--- config.mk ---
export PLATFORM = sky130hd
export DESIGN_NAME = delay_timer_scheduler
export DESIGN_NICKNAME = d
export VERILOG_FILES = /design/src/rtl/delay_timer_scheduler_pkg.sv /design/src/rtl/delay_timer_scheduler_arb.sv /design/src/rtl/delay_timer_scheduler.sv
export SDC_FILE = /design/constraint.sdc
export NUM_CORES = 1
export LEC_CHECK = 0
export CORE_MARGIN = 4
export CORE_UTILIZATION = 46
export DETAILED_ROUTE_END_ITERATION = 12
export PLACE_DENSITY = 0.77
export SYNTH_ARGS = -nofsm -noshare
export SYNTH_HDL_FRONTEND = slang
export SYNTH_SLANG_ARGS = --single-unit
--- constraint.sdc ---
create_clock -name clk -period 4.4 [get_ports clk]
set_clock_uncertainty 0.1 [all_clocks]
set_input_delay 0.44 -clock clk [delete_from_list [all_inputs] [get_ports clk]]
set_output_delay 0.44 -clock clk [all_outputs]
set_load 0.02 [all_outputs]
--- src/rtl/delay_timer_scheduler_pkg.sv ---
// Shared types, default sizes and the length clipping rule for the delay timer scheduler.
package delay_sched_pkg;

    typedef enum logic [1:0] {
        IDLE  = 2'd0,
        COUNT = 2'd1,
        DONE  = 2'd2
    } state_t;

    localparam int unsigned DEF_NREQ    = 4;
    localparam int unsigned DEF_CBITS   = 16;
    localparam int unsigned DEF_MAX_LEN = 50000;

    // A zero-length request still occupies one counting cycle; oversize requests saturate.
    function automatic int unsigned clip_len(input int unsigned len, input int unsigned max_len);
        if (len == 0)
            return 1;
        else if (len > max_len)
            return max_len;
        else
            return len;
    endfunction

endpackage

--- src/rtl/delay_timer_scheduler_arb.sv ---
// Combinational round-robin pick: first set request at or after i_ptr, wrapping modulo NREQ.
module rr_arbiter #(
    parameter int unsigned NREQ = 4,
    parameter int unsigned IW   = (NREQ > 1) ? $clog2(NREQ) : 1
) (
    input  logic [NREQ-1:0] i_req,
    input  logic [IW-1:0]   i_ptr,
    output logic [NREQ-1:0] o_win,
    output logic [IW-1:0]   o_win_idx
);

    logic          w_found;
    logic [IW-1:0] w_j;

    always_comb begin
        o_win     = '0;
        o_win_idx = '0;
        w_found   = 1'b0;
        w_j       = '0;
        for (int k = 0; k < int'(NREQ); k++) begin
            w_j = IW'((int'(i_ptr) + k) % int'(NREQ));
            if (!w_found && i_req[w_j]) begin
                o_win[w_j] = 1'b1;
                o_win_idx  = w_j;
                w_found    = 1'b1;
            end
        end
    end

endmodule

--- src/rtl/delay_timer_scheduler.sv ---
// One shared delay counter granted round-robin to NREQ requesters; pulses done to the owner.
//   state | meaning
//   IDLE  | no owner, arbitrate among pending requests
//   COUNT | owner holds the timer, cnt runs 1..L
//   DONE  | delay elapsed, done pulse, grant still held
module delay_timer_scheduler
    import delay_sched_pkg::*;
#(
    parameter int unsigned NREQ    = DEF_NREQ,
    parameter int unsigned CBITS   = DEF_CBITS,
    parameter int unsigned MAX_LEN = DEF_MAX_LEN,
    parameter int unsigned IW      = (NREQ > 1) ? $clog2(NREQ) : 1
) (
    input  logic                  clk,
    input  logic                  rst,
    input  logic [NREQ-1:0]       i_req,
    input  logic [NREQ*CBITS-1:0] i_len,
    output logic [NREQ-1:0]       o_gnt,
    output logic                  o_done,
    output logic [IW-1:0]         o_done_id,
    output logic                  o_busy,
    output logic                  o_sat
);

    if (MAX_LEN >= (64'd1 << CBITS)) begin : g_width_check
        $error("MAX_LEN does not fit in a CBITS-wide counter");
    end
    if (NREQ < 2) begin : g_nreq_check
        $error("NREQ must be at least 2");
    end

    state_t          r_state, w_state_n;
    logic [CBITS-1:0] r_cnt, w_cnt_n;
    logic [CBITS-1:0] r_len, w_len_n;
    logic [IW-1:0]    r_idx, w_idx_n;
    logic [IW-1:0]    r_ptr, w_ptr_n;
    logic [NREQ-1:0]  r_gnt, w_gnt_n;
    logic             r_sat, w_sat_n;

    logic [NREQ-1:0]  w_win;
    logic [IW-1:0]    w_win_idx;
    logic [CBITS-1:0] w_len_arr [NREQ];
    logic [CBITS-1:0] w_len_sel;
    logic [CBITS-1:0] w_clip_len;
    logic             w_clipped;
    logic [IW-1:0]    w_next_ptr;

    for (genvar g = 0; g < NREQ; g++) begin : g_len_unpack
        assign w_len_arr[g] = i_len[g*CBITS +: CBITS];
    end

    rr_arbiter #(.NREQ(NREQ), .IW(IW)) u_arb (
        .i_req     (i_req),
        .i_ptr     (r_ptr),
        .o_win     (w_win),
        .o_win_idx (w_win_idx)
    );

    assign w_len_sel  = w_len_arr[w_win_idx];
    assign w_clip_len = CBITS'(clip_len(32'(w_len_sel), MAX_LEN));
    assign w_clipped  = (32'(w_len_sel) > MAX_LEN);
    assign w_next_ptr = (r_idx == IW'(NREQ - 1)) ? '0 : r_idx + IW'(1);

    always_ff @(posedge clk) begin
        if (rst) begin
            r_state <= IDLE;
            r_cnt   <= '0;
            r_len   <= '0;
            r_idx   <= '0;
            r_ptr   <= '0;
            r_gnt   <= '0;
            r_sat   <= 1'b0;
        end else begin
            r_state <= w_state_n;
            r_cnt   <= w_cnt_n;
            r_len   <= w_len_n;
            r_idx   <= w_idx_n;
            r_ptr   <= w_ptr_n;
            r_gnt   <= w_gnt_n;
            r_sat   <= w_sat_n;
        end
    end

    always_comb begin
        w_state_n = r_state;
        w_cnt_n   = r_cnt;
        w_len_n   = r_len;
        w_idx_n   = r_idx;
        w_ptr_n   = r_ptr;
        w_gnt_n   = r_gnt;
        w_sat_n   = 1'b0;
        unique case (r_state)
            IDLE: begin
                if (|i_req) begin
                    w_state_n = COUNT;
                    w_cnt_n   = CBITS'(1);
                    w_len_n   = w_clip_len;
                    w_idx_n   = w_win_idx;
                    w_gnt_n   = w_win;
                    w_sat_n   = w_clipped;
                end
            end
            COUNT: begin
                // Withdrawal wins over completion, even on the last counting cycle.
                if (!i_req[r_idx]) begin
                    w_state_n = IDLE;
                    w_cnt_n   = '0;
                    w_gnt_n   = '0;
                    w_ptr_n   = w_next_ptr;
                end else if (r_cnt == r_len) begin
                    w_state_n = DONE;
                end else begin
                    w_cnt_n = r_cnt + CBITS'(1);
                end
            end
            DONE: begin
                w_state_n = IDLE;
                w_cnt_n   = '0;
                w_gnt_n   = '0;
                w_ptr_n   = w_next_ptr;
            end
            default: begin
                w_state_n = IDLE;
                w_gnt_n   = '0;
            end
        endcase
    end

    assign o_gnt     = r_gnt;
    assign o_done    = (r_state == DONE);
    assign o_done_id = o_done ? r_idx : '0;
    assign o_busy    = (r_state != IDLE);
    assign o_sat     = r_sat;

endmodule

## After elaboration in Yosys (flattened, before gate mapping)

Index checks and enable logic that the tools add are counted.

- Add/sub/neg operators: 5
- Multipliers: 0
- Div/mod/pow operators: 0
- Order comparisons: 11
- Equality and inequality tests: 8
- Shift-type cells: 0
- Muxes and demuxes: 49
- Bitwise operators: 6
- Reduce and logical (&&, ||, !) cells: 22

Operators by type and width:

| operator | count |
|---|---|
| 16-bit two-way mux | 7 |
| 16-bit one-hot mux with 3 select lines | 1 |
| 16-bit binary-select mux with 2-bit select | 1 |
| 4-bit two-way mux | 6 |
| 2-bit two-way mux | 10 |
| 16-bit by 1-bit adder with 16-bit output, second input constant | 1 |
| 16-bit == test | 1 |
| 16-bit > comparator, second input constant | 1 |
| 16-bit zero test | 1 |
| 2-bit by 3-bit less-than comparator with 1-bit output, second input constant | 5 |
| 1-bit two-way mux | 12 |
| 4-bit bitwise OR | 3 |
| 1-bit binary-select mux with 2-bit select | 5 |
| 1-bit demux with 2-bit select | 4 |
| 2-bit by 1-bit greater-or-equal comparator with 1-bit output, second input constant | 4 |
| 2-bit one-hot mux with 2 select lines | 2 |
| 4-bit one-hot mux with 2 select lines | 1 |
| 2-bit AND reduction | 4 |
| 1-bit logical AND | 7 |
| 3-bit != test, second input constant | 2 |
| 2-bit by 1-bit adder with 2-bit output, second input constant | 2 |
| 2-bit adder, second input constant | 2 |
| 2-bit == test, second input constant | 2 |
| 2-bit != test, second input constant | 2 |
| 11 further kinds | 15 |

- Flip-flop bits (word level): 43
- Latch bits: 0
- Memory bits (writable): 0
- Memory bits (read-only): 0
- Input port bits: 70
- Output and inout port bits: 9
- Word-level logic and storage cells: 108
- Memories kept: 0

## Depth between registers and ports, before layout

- Depth after elaboration: 19
- Depth in mapped cells: 17
- Depth with buffers taken out: 11

## By module

A second synthesis with hierarchy kept.

- Cells, all modules: 324
- Area, all modules: 3110.5 um^2

Modules (own cells, without submodules):

| module | times used | cells each | area an instance (um^2) | seq. area each (um^2) |
|---|---|---|---|---|
| delay_timer_scheduler | 1 | 259 | 2621.3 | 860.8 |
| rr_arbiter | 1 | 65 | 489.2 | 0.0 |

## Worst setup path before layout

No wires, ideal clock.

- Kind: register -> register
- Start: register r_ptr[0]
- End: register r_len[1]
- Setup time: 58 ps
- Arrival: 4041 ps
- Required time: 4242 ps
- Setup slack: 201 ps
- Stages on the path, launching flop included: 17
- Path buffers: 5
- Clock period less this slack: 4199 ps
- Cells stage by stage: dfxtp_1 -> buf_2 -> buf_1 -> inv_1 -> ha_1 -> buf_2 -> mux4_2 -> nor2b_1 -> buf_2 -> or3_1 -> buf_4 -> nand2_8 -> mux4_2 -> a211oi_2 -> nand4_2 -> a2111oi_1 -> a21o_1

- Cells in the longest elaborated chain, start to end: 19
- Elaborated cells on any way between the ends: 32
- Those cells by class: 3 x add/sub; 1 x order compare; 20 x mux; 1 x bitwise; 7 x reduce/logical

Ends and longest elaborated chain:

| element | line | RTL |
|---|---|---|
| from (decl) | delay_timer_scheduler.sv:36 | `logic [IW-1:0] r_ptr, w_ptr_n;` |
| from (signal assigned) | delay_timer_scheduler.sv:78 | `r_ptr <= w_ptr_n;` |
| parallel branches: the longest is 11 deep, another holds 2-bit by 1-bit adder with 2-bit output | n/a |  |
| 2-bit two-way mux * | delay_timer_scheduler_arb.sv:22 | `if (!w_found && i_req[w_j]) begin` |
| 2-bit NOT with 3-bit output (not written as such) * | delay_timer_scheduler.sv:59 | `assign w_len_sel = w_len_arr[w_win_idx];` |
| 16-bit binary-select mux with 2-bit select * | delay_timer_scheduler.sv:59 |  |
| 16-bit two-way mux (not written as such) * (2 in series) | delay_timer_scheduler.sv:59 |  |
| 16-bit > comparator | delay_timer_scheduler_pkg.sv:18 | `else if (len > max_len)` |
| 16-bit two-way mux | delay_timer_scheduler_pkg.sv:18 |  |
| 16-bit two-way mux * | delay_timer_scheduler_pkg.sv:16 | `if (len == 0)` |
| to (signal assigned) | delay_timer_scheduler.sv:76 | `r_len <= w_len_n;` |
| to (decl) | delay_timer_scheduler.sv:34 | `logic [CBITS-1:0] r_len, w_len_n;` |

Every way passes the cells marked *. The select of a mux whose other input is x is not followed.
A chain may end at the register's enable or synchronous reset.

## Worst setup path in the final report

- Start: input port i_req[3]
- End: register r_len[3]

- Cells in the longest elaborated chain, start to end: 19
- Elaborated cells on any way between the ends: 31
- Those cells by class: 1 x order compare; 20 x mux; 1 x bitwise; 9 x reduce/logical

Ends and longest elaborated chain:

| element | line | RTL |
|---|---|---|
| from (decl) | delay_timer_scheduler.sv:16 | `input logic [NREQ-1:0] i_req,` |
| 1-bit binary-select mux with 2-bit select | delay_timer_scheduler_arb.sv:22 |  |
| 1-bit two-way mux (not written as such) | delay_timer_scheduler_arb.sv:22 |  |
| 1-bit two-way mux | delay_timer_scheduler_arb.sv:22 |  |
| 1-bit zero test | delay_timer_scheduler_arb.sv:22 |  |
| 1-bit logical AND | delay_timer_scheduler_arb.sv:22 |  |
| 1-bit two-way mux | delay_timer_scheduler_arb.sv:22 |  |
| 1-bit zero test | delay_timer_scheduler_arb.sv:22 |  |
| 1-bit logical AND | delay_timer_scheduler_arb.sv:22 |  |
| (+2 left out) | n/a |  |
| 1-bit logical AND | delay_timer_scheduler_arb.sv:22 |  |
| 2-bit two-way mux | delay_timer_scheduler_arb.sv:22 |  |
| 2-bit NOT with 3-bit output (not written as such) | delay_timer_scheduler.sv:59 |  |
| 16-bit binary-select mux with 2-bit select | delay_timer_scheduler.sv:59 |  |
| 16-bit two-way mux (not written as such) (2 in series) | delay_timer_scheduler.sv:59 |  |
| 16-bit > comparator | delay_timer_scheduler_pkg.sv:18 |  |
| 16-bit two-way mux | delay_timer_scheduler_pkg.sv:18 |  |
| 16-bit two-way mux | delay_timer_scheduler_pkg.sv:16 |  |

Several ways; a longest one is shown, not always the timed one. The select of a mux whose other input is x is not followed.

==> impl_metrics.yaml <==
run_status:
  status: "finished clean"
power_and_ir_drop:
  static-leakage-power_nw: 1.65
  p_sw_w: 0.000861
  clockPowerShare_pct: 14.4
  ir_worst_vdd_mv: 0.304
  pwr-share-seq_pct: 26.2
  power.share.combinational_pct: 59.4
  p_int_w: 0.00119
  cellPowerDensity_nw_per_um2: 466
  switching_share_pct: 42.0
  power_w: 0.00205
worst_setup_path:
  required_ns: 4.54
  reg2reg_from: "r_ptr[1]"
  start_kind: "input pin"
  regToRegSetupSlack_ns: 0.56
  r2r_end: "r_len[3]"
  critPathKind: "in2reg"
  end_kind: "register"
  cp.arrival_ns: 4.00
  critPathMaxFanout: 18
  r2r_cells: 12
placement:
  place_inst: 582
  place_congestion: 0.879
  place_hpwl_um: 7400
  port_buffers: 78
global_route:
  grt_antenna_before_repair: 0
  grt_overflow: 0
  grt_pass1_wl_um: 15500
  grt_pass1_vias: 3279
  track_usage_pct: 21.6
  grt_max_degree: 28
worst_hold_path:
  timing.hold.worst.class: "reg2reg"
  hp-start: "o_gnt[2]"
  holdPathEnd: "o_gnt[2]"
  hold_path_depth: 2
clocking:
  clk_path_buf_depth: 2
  cts_buffers: 5
  cts.sinks: 43
  cts_tree: "done"
  cts_hold_buffers: 0
  root_buffer: "clkbuf_8"
  cts_htree_levels: 2
  clkLatencyLatePin_ns: 0.30
  cts.clk_slew.worst_paths_ns: 0.08
  cts_setup_buffers: 0
  cts_resized: 0
routing:
  drc: 0
  vias: 3346
  drt-total-wl_um: 9040
  detail_route.vias_per_cell: 5.68
  drt-wirelength-per-cell_um: 15.3
  drt_iter0_drc: 159
  first_pass_iters: 5
  antenna_left: 0
synth:
  synthCells: 417
  synth_area_sq_um: 3440
  ys_seq_elements: 43
  netlist.area_leader.share_pct: 25.0
  synth_edf_count: 0
  yosys_most_used_dff: "dfxtp_1"
  ys_async_sr_fraction_pct: 0
  ys_top_cells_by_area: "dfxtp_1 (25%), mux2i_1 (8.4%), nand2_1 (5.0%)"
  syn-num-nets: 500
  yosysUniqueCellTypes: 73
  yosysTopAreaCell: "dfxtp_1"
  ys_seq_area_share_pct: 25.0
  avgSynthCellArea_sq_um: 8.26
  yosysWarnings: 0
final_layout:
  n_antenna_cell: 0
  nets: 573
  area_growth_pct: 27.9
  fill_cells: 647
  finalNonFillerCells: 589
  drive_gt1_share_pct: 8.57
sta:
  fin_crit_ns: 3.85
  rsz0062_at_grt: "no"
  tns_ns: 0
  final_max_slew_viol_count: 0
  hold_viol_final: 0
  relSlewSlack_pct: 25.9
  setup_viol: 0
  fin_crit_sh_pct: 87.6
  worst_pin_slew_ns: 1.08
  max_clock_freq_mhz: 260
die:
  rows: 31
  io_pins: 79
  core_area_sq_um: 7250
  die_h_um: 94.5
  design.die.area_sq_um: 8940
  die_x_um: 94.5
  initial_core_util_pct: 47.5
run:
  max_cap_violations: 0
## area by class of cell
type | count | area (sq um) | share of cell area [%]
Clock buffer | 6 | 72.6 | 1.65
Clock inverter | 1 | 30.0 | 0.682
Inverter | 12 | 45.0 | 1.02
Multi-Input combinational cell | 339 | 2400 | 54.4
Sequential cell | 43 | 861 | 19.5
Tap cell | 99 | 124 | 2.81
Timing Repair Buffer | 89 | 876 | 19.9
## cells by family (layout without fill, tap and decap cells)
family	count (synthesis)	in the layout	share of synthesized area (%)
compound gates	101	101	21.7
xor+xnor	25	25	6.36
fa+ha+maj	13	13	4.72
buf+inv	35	108	5.45
flops	43	43	25.0
mux	40	40	13.8
simple gates	160	160	23.0
## synthesized netlist by cell type (6+ instances only)
| cell | number |
|---|---|
| a211oi_1 | 10 |
| a21oi_1 | 16 |
| a22oi_1 | 8 |
| and3_1 | 12 |
| buf_2 | 8 |
| clkbuf_1 | 7 |
| dfxtp_1 | 43 |
| ha_1 | 13 |
| inv_1 | 12 |
| mux2i_1 | 29 |
| nand2_1 | 46 |
| nand3_1 | 12 |
| nor2_1 | 46 |
| o21ai_0 | 24 |
| xnor2_1 | 19 |
| xor2_1 | 6 |
## registers in the layout (all words and copies together) (netlist names)
name     count
o_gnt        4
o_sat        1
r_cnt       16
r_idx        2
r_len       16
r_ptr        2
r_state      2
## per-stage QoR
| stage | utilization (%) | setup WS [ns] | hold slack, ns | cell area (sq um) |
|---|---|---|---|---|
| after floorplan | - | 0.201 | 0.345 | 3440 |
| after global placement | 59.3 | 0.390 | 0.348 | 4300 |
| after detailed placement | 59.3 | 0.283 | 0.353 | 4300 |
| after CTS | 60.7 | 0.576 | 0.371 | 4400 |
| after global routing | 60.7 | 0.366 | 0.392 | 4400 |
| final | 60.7 | 0.548 | 0.363 | 4400 |
## cells in the final DEF, fill, tap and decap left out, drive strengths merged, types with 6 or more instances in the layout
cell           count
xor2               6
mux2               6
nand4              6
nor2              47
clkbuf             6
inv               12
dfxtp             43
ha                13
xnor2             19
a211oi            12
o21ai             24
and3              12
nand2             48
a22oi              8
mux2i             29
buf               11
nand3             12
clkdlybuf4s50     78
a21oi             16
## worst max-delay path, cell delays in order
cell	delay, ns
clkdlybuf4s50_1	0.60
mux4_2	0.69
or3_1	0.51
nand2_8	0.19
mux4_2	0.55
a211oi_2	0.26
nand4_2	0.17
a211oi_2	0.37
a32o_1	0.21
## power by group through the flow
stage | Clock (W) | Combinational, W | Sequential [W]
after floorplan | 0 | 0.000902 | 0.000544
after global placement | 0 | 0.00119 | 0.000546
after detailed placement | 0 | 0.00121 | 0.000546
after CTS | 0.000300 | 0.00121 | 0.000537
after global routing | 0.000321 | 0.00135 | 0.000548
final | 0.000295 | 0.00122 | 0.000537
## layer usage
layer	track usage, %	part of all wire (%)	vias to the layer above
met5	0	0	-
met4	7.69	2.2	0
met3	4.46	6.1	15
met2	36.6	48	112
met1	27.1	44	1541
li1	-	-	1678
## worst max path at each step
stage	start	endpoint	slack [ns]	depth (start not counted)
3_5_place_dp	i_req[3]	r_len[2]	0.28	9
6_report	i_req[3]	r_len[3]	0.55	9
4_1_cts	r_ptr[1]	r_len[2]	0.58	12
3_3_place_gp	i_req[3]	r_len[3]	0.39	9
5_1_grt	r_ptr[1]	r_len[3]	0.37	12
2_1_floorplan	r_ptr[0]	r_len[1]	0.20	16
Power figures use the tool's default switching activity.
